### src/rtl/avalon_ibex_arbiter.sv
// avalon_ibex_arbiter: shares one Avalon-MM memory port between the Ibex
// instruction master and data master.
//
// Handshake: a command is accepted in a cycle where read or write is high and
// the matching waitrequest is low. A master holds its command stable until
// accepted. Read data returns in issue order, one beat per readdatavalid, and
// is steered back to the issuing master through a small ID FIFO.
module avalon_ibex_arbiter #(
    parameter int unsigned MaxOutstanding = 4
) (
    input  logic        clk_i,
    input  logic        rst_ni,
    // instruction-side slave
    input  logic [31:0] avs_instr_address,
    input  logic        avs_instr_read,
    output logic        avs_instr_waitrequest,
    output logic [31:0] avs_instr_readdata,
    output logic        avs_instr_readdatavalid,
    // data-side slave
    input  logic [31:0] avs_main_address,
    input  logic [3:0]  avs_main_byteenable,
    input  logic        avs_main_read,
    input  logic        avs_main_write,
    input  logic [31:0] avs_main_writedata,
    output logic        avs_main_waitrequest,
    output logic [31:0] avs_main_readdata,
    output logic        avs_main_readdatavalid,
    output logic [1:0]  avs_main_response,
    // shared memory master
    output logic [31:0] avm_address,
    output logic [3:0]  avm_byteenable,
    output logic        avm_read,
    output logic        avm_write,
    output logic [31:0] avm_writedata,
    input  logic        avm_waitrequest,
    input  logic [31:0] avm_readdata,
    input  logic        avm_readdatavalid,
    input  logic [1:0]  avm_response,
    // FSM state for observation: 0 IDLE, 1 LOCK_INSTR, 2 LOCK_DATA
    output logic [1:0]  dbg_state_o
);

    localparam int unsigned PtrW = (MaxOutstanding > 1) ? $clog2(MaxOutstanding) : 1;
    localparam int unsigned CntW = $clog2(MaxOutstanding + 1);
    localparam logic [PtrW-1:0] LastPtr = PtrW'(MaxOutstanding - 1);
    localparam logic [CntW-1:0] FullCnt = CntW'(MaxOutstanding);

    typedef enum logic [1:0] {
        IDLE       = 2'd0,
        LOCK_INSTR = 2'd1,
        LOCK_DATA  = 2'd2
    } state_e;

    state_e                state_q;
    logic                  last_instr_q;   // 1: instruction side won last accepted command
    logic [MaxOutstanding-1:0] id_mem_q;   // 1: entry belongs to instruction side
    logic [PtrW-1:0]       wr_ptr_q;
    logic [PtrW-1:0]       rd_ptr_q;
    logic [CntW-1:0]       cnt_q;

    logic fifo_full;
    logic fifo_empty;
    logic data_is_rd;
    logic instr_ok;
    logic data_ok;
    logic gnt_instr;
    logic gnt_data;
    logic accept;
    logic push;
    logic pop;
    logic head_instr;

    assign fifo_full  = (cnt_q == FullCnt);
    assign fifo_empty = (cnt_q == '0);

    // Write wins when the data master asserts read and write together.
    assign data_is_rd = avs_main_read & ~avs_main_write;

    // A read may only compete when a FIFO slot is free; writes never wait on the FIFO.
    assign instr_ok = avs_instr_read & ~fifo_full;
    assign data_ok  = avs_main_write | (avs_main_read & ~fifo_full);

    // Grant selection: round-robin in IDLE, sticky to the owner while locked.
    always_comb begin
        gnt_instr = 1'b0;
        gnt_data  = 1'b0;
        if (rst_ni) begin
            case (state_q)
                IDLE: begin
                    if (instr_ok && data_ok) begin
                        gnt_data  = last_instr_q;
                        gnt_instr = ~last_instr_q;
                    end else begin
                        gnt_instr = instr_ok;
                        gnt_data  = data_ok;
                    end
                end
                LOCK_INSTR: gnt_instr = instr_ok;
                LOCK_DATA:  gnt_data  = data_ok;
                default: ;
            endcase
        end
    end

    // Command mux: the granted master drives the shared port, nothing otherwise.
    always_comb begin
        avm_address    = '0;
        avm_byteenable = '0;
        avm_read       = 1'b0;
        avm_write      = 1'b0;
        avm_writedata  = '0;
        if (gnt_instr) begin
            avm_address    = avs_instr_address;
            avm_byteenable = 4'hF;
            avm_read       = 1'b1;
        end else if (gnt_data) begin
            avm_address    = avs_main_address;
            avm_byteenable = avs_main_byteenable;
            avm_read       = data_is_rd;
            avm_write      = avs_main_write;
            avm_writedata  = avs_main_writedata;
        end
    end

    assign avs_instr_waitrequest = gnt_instr ? avm_waitrequest : 1'b1;
    assign avs_main_waitrequest  = gnt_data  ? avm_waitrequest : 1'b1;

    assign accept = (gnt_instr | gnt_data) & ~avm_waitrequest;
    assign push   = accept & avm_read;
    // A response with nothing outstanding (e.g. after reset) is dropped.
    assign pop    = rst_ni & avm_readdatavalid & ~fifo_empty;

    assign head_instr = id_mem_q[rd_ptr_q];

    assign avs_instr_readdatavalid = pop & head_instr;
    assign avs_main_readdatavalid  = pop & ~head_instr;
    assign avs_instr_readdata      = avm_readdata;
    assign avs_main_readdata       = avm_readdata;
    assign avs_main_response       = avm_response;

    assign dbg_state_o = state_q;

    // FSM: lock onto a stalled winner, track the last accepted requester.
    always_ff @(posedge clk_i) begin
        if (!rst_ni) begin
            state_q      <= IDLE;
            last_instr_q <= 1'b1;   // data side wins the first conflict
        end else begin
            if (accept) begin
                last_instr_q <= gnt_instr;
            end
            if ((gnt_instr || gnt_data) && avm_waitrequest) begin
                state_q <= gnt_instr ? LOCK_INSTR : LOCK_DATA;
            end else begin
                state_q <= IDLE;
            end
        end
    end

    // ID FIFO pointers and occupancy; pointers wrap at MaxOutstanding.
    always_ff @(posedge clk_i) begin
        if (!rst_ni) begin
            wr_ptr_q <= '0;
            rd_ptr_q <= '0;
            cnt_q    <= '0;
        end else begin
            if (push) begin
                wr_ptr_q <= (wr_ptr_q == LastPtr) ? '0 : wr_ptr_q + PtrW'(1);
            end
            if (pop) begin
                rd_ptr_q <= (rd_ptr_q == LastPtr) ? '0 : rd_ptr_q + PtrW'(1);
            end
            if (push && !pop) begin
                cnt_q <= cnt_q + CntW'(1);
            end else if (pop && !push) begin
                cnt_q <= cnt_q - CntW'(1);
            end
        end
    end

    // ID FIFO storage; contents are only meaningful below the occupancy count.
    always_ff @(posedge clk_i) begin
        if (push) begin
            id_mem_q[wr_ptr_q] <= gnt_instr;
        end
    end

endmodule

### config.mk
export PLATFORM = sky130hd
export DESIGN_NAME = avalon_ibex_arbiter
export DESIGN_NICKNAME = d
export VERILOG_FILES = /design/src/rtl/avalon_ibex_arbiter.sv
export SDC_FILE = /design/constraint.sdc
export NUM_CORES = 1
export LEC_CHECK = 0
export ABC_AREA = 1
export BUFFER_PORTS_ARGS = -buffer_cell sky130_fd_sc_hd__buf_2
export CAP_MARGIN = 20
export CORE_AREA = 3 3 108 110
export CTS_BUF_LIST = sky130_fd_sc_hd__clkbuf_16
export DETAILED_ROUTE_END_ITERATION = 16
export DIE_AREA = 0 0 111 113
export PLACE_DENSITY = 0.61
export SETUP_SLACK_MARGIN = 0.15
export SYNTH_ARGS = -nofsm -noshare
export SYNTH_HDL_FRONTEND = slang
export SYNTH_SLANG_ARGS = --single-unit
### constraint.sdc
create_clock -name clk_i -period 4.5 [get_ports clk_i]
set_input_delay 0.45 -clock clk_i [delete_from_list [all_inputs] [get_ports clk_i]]
set_output_delay 0.45 -clock clk_i [all_outputs]
set_load 0.03 [all_outputs]
==> impl_metrics.py <==
metrics = {
    "yosys": {
        "syn_area_um2": 1949,
        "yosys.area.top_type": "buf_4",
        "yosysWarningCount": 0,
        "synth_top_area_share_pct": 25.42,
        "ys_seq_area_share_pct": 16.43,
        "synth.area.top_cells": "buf_4, a22o_1, dfxtp_1",
        "synthCells": 284,
        "synth_nets": 432,
        "synth.avg_cell_area_um2": 6.864,
        "ys_ff_latch": 14,
        "synth.distinct_cells": 26,
    },
    "worst_setup_path": {
        "r2r_slack_ps": 2140,
        "crit_type": "register to output pin",
        "reg2reg_depth": 15,
        "r2r_end": "cnt_q[2]",
        "timing.rr.start": "cnt_q[0]",
        "critPathCaptureType": "output pin",
        "critPathLaunchType": "register",
        "critPathMaxStageDelay_ps": 400,
        "worst-path-max-fanout": 37,
        "worst_path_max_delay_cell": "dfxtp_1",
        "path_cells": "nor2_2 -> nand2_2 -> nand2_2 -> a21oi_2 -> nand2_4 -> inv_6 -> a22o_1 -> buf_2",
        "worst_ep_arrival_time_ps": 2040,
        "crit_required_ps": 4050,
        "path_common_cell": "nand2_2",
        "path_buf_inv": 2,
        "cp_top_family": "buffers and inverters",
    },
    "floorplanning": {
        "io_pins": 283,
        "initial_core_util_pct": 18.06,
        "die_w_um": 111,
        "core_um2": 10790,
        "row_count": 38,
        "die_h_um": 113,
        "dieArea_um2": 12540,
    },
    "global_route": {
        "antenna_found_initial": 0,
        "grt_max_degree": 38,
        "gr-total-overflow": 0,
        "grt.total_usage_pct": 8.963,
        "grt_pass1_vias": 1915,
        "grt_pass1_wl_um": 9218,
    },
    "clocking": {
        "clock_latency_ps": 240,
        "post_cts_buffers": 0,
        "cts.clk_slew.worst_paths_ps": 40,
        "clkSinkCount": 14,
        "cts_tree": "yes",
        "cts_resized": 0,
        "h-tree-depth": 1,
        "cts_max_path_buffers": 2,
        "cts_root_buffer": "clkbuf_16",
        "ctsHoldBuffers": 0,
        "cts_buffers": 3,
    },
    "detailed_routing": {
        "viasPerCell": 3.693,
        "dr.pass1.iters": 4,
        "wire_per_inst_um": 11.80,
        "drc_errors": 0,
        "routed-via-count": 1972,
        "ant_nets": 0,
        "drtIter0Drc": 66,
        "wl_um": 6303,
    },
    "layout": {
        "ff_latch_area_um2": 320.3,
        "diodes": 0,
        "multi_input_area_um2": 835.8,
        "fin_nets": 543,
        "fin_area_um2": 2531,
        "areaGrowthSynthToFinish_pct": 29.85,
        "drive_gt1_share_pct": 50.25,
        "final_util_pct": 23.45,
        "fill_cells": 1212,
    },
    "sta": {
        "slew_violations": 0,
        "fmax_mhz": 401.3,
        "rsz0062_at_grt": "no",
        "worst_slew_pin_slew_ps": 390.0,
        "slew-limit-headroom_pct": 73.98,
        "fin_crit_ps": 2492,
        "worst_clock_skew_ps": 3.667,
        "finalHoldViolCount": 0,
        "timing.final.crit_share_pct": 55.38,
        "tns_ps": 0,
        "final-setup-viol-count": 0,
        "layout_setup_ws_ps": 2008,
    },
    "power": {
        "p_per_area_nw_per_um2": 260.4,
        "switchingPower_uw": 284.6,
        "internal-power_uw": 374.7,
        "p_leak_nw": 1.616,
        "seq_power_share_pct": 22.8,
        "p_sw_share_pct": 43.17,
        "clkPwrFrac_pct": 25.1,
        "power_frac_comb_pct": 52.2,
        "ir_worst_vdd_mv": 0.1075,
    },
    "worst_hold_path": {
        "min_path_cells": 2,
        "hold_path_end": "cnt_q[2]",
        "min_path_type": "register to register",
        "hp-start": "cnt_q[2]",
    },
    "run": {
        "maxCapViolCount": 0,
    },
    "run_status": {
        "run_status": "complete, no violations",
    },
    "place": {
        "pre_cts_slack_ps": 1964,
        "hpwl_um": 5333,
        "port_buffers": 182,
        "placed_area_um2": 2452,
        "gp_congestion": 0.7053,
    },
}
==> synthesized netlist by cell type <==
cell / n
dfxtp_1: 10
a21oi_2: 1
nand2_4: 2
nand2_2: 4
fa_1: 1
buf_6: 6
nand3b_2: 1
edfxtp_1: 4
nor2_1: 47
inv_2: 1
nor3_1: 1
inv_1: 50
ha_1: 6
a22o_1: 32
nand2_1: 24
o21ai_0: 6
nand3_1: 6
clkinv_1: 1
a21oi_1: 6
inv_6: 1
nor2_2: 1
buf_2: 4
buf_4: 66
inv_4: 1
nor3_4: 1
a32oi_1: 1
==> state kept, by name, summed over array words and instances (netlist names) <==
name          flops
cnt_q             3
wr_ptr_q          2
last_instr_q      1
rd_ptr_q          2
id_mem_q          4
dbg_state_o       2
==> worst max-delay path by stage <==
stage | startpoint | endpoint | slack [ps] | cells after the start
2_1_floorplan | rst_ni | cnt_q[2] | 2060 | 14
3_3_place_gp | rst_ni | cnt_q[2] | 1990 | 14
3_5_place_dp | rst_ni | cnt_q[2] | 1960 | 14
4_1_cts | cnt_q[0] | avm_address[10] | 2000 | 8
5_1_grt | cnt_q[0] | avm_address[17] | 1850 | 8
6_report | cnt_q[0] | avm_address[10] | 2010 | 8
==> area by class of cell <==
class | instances | area share [%]
tap | 140 | 6.920
clock buffer | 3 | 2.966
sequential | 14 | 12.65
multi-input combinational | 140 | 33.02
timing repair buffer | 182 | 35.99
clock inverter | 1 | 0.1483
inverter | 54 | 8.305
==> cells by family after synthesis <==
group	Yosys count	share of synthesized area, %
AOI/OAI and AO/OA	46	18.36
adders and majority gates	7	4.878
buffers and inverters	130	40.69
DFF	14	16.43
and+or+nand+nor	87	19.64
==> power by group through the flow <==
stage                     clock (mW)  combinational, mW  sequential (mW)
after CTS                      0.169              0.348            0.150
after detailed placement           0              0.346            0.152
after floorplan                    0              0.348            0.152
final                          0.165              0.344            0.150
after global placement             0              0.346            0.152
after global routing           0.176              0.376            0.151
==> cell usage in the layout (no fill, tap or decap), types with 2 or more instances in the layout <==
master	n
nand2_2	4
ha_1	6
nand3_1	6
inv_1	51
clkbuf_16	3
buf_2	182
a21oi_1	6
dfxtp_1	10
a22o_1	32
nand2_1	24
edfxtp_1	4
o21ai_0	6
nor2_1	47
nand2_4	2
==> per-stage QoR <==
stage / total power [mW] / hold slack [ps] / cells
final: 0.6592 / 492.2 / 534
after global routing: 0.7034 / 512.1 / 534
after CTS: 0.6660 / 493.3 / 534
after detailed placement: 0.4986 / 487.0 / 530
after global placement: 0.4985 / 491.8 / 530
after floorplan: 0.4992 / 470.0 / 284
==> metal layers <==
metal,up-vias,share of wire [%],global-route usage [%]
li1,1043,-,-
met1,822,38,10.24
met2,97,50,15.61
met3,10,11,4.118
met4,0,0.46,1.560
met5,-,0,0
==> worst reg2reg max path: cells and delay by family (launching register included) <==
family / cells / cell delay [ps]
buffers and inverters: 2 / 130
adder cells (fa/ha/maj): 2 / 500
AO/OA/AOI/OAI: 4 / 470
flip-flops: 1 / 400
AND/OR/NAND/NOR: 7 / 750
No activity file was read; power rests on OpenSTA's default activity.
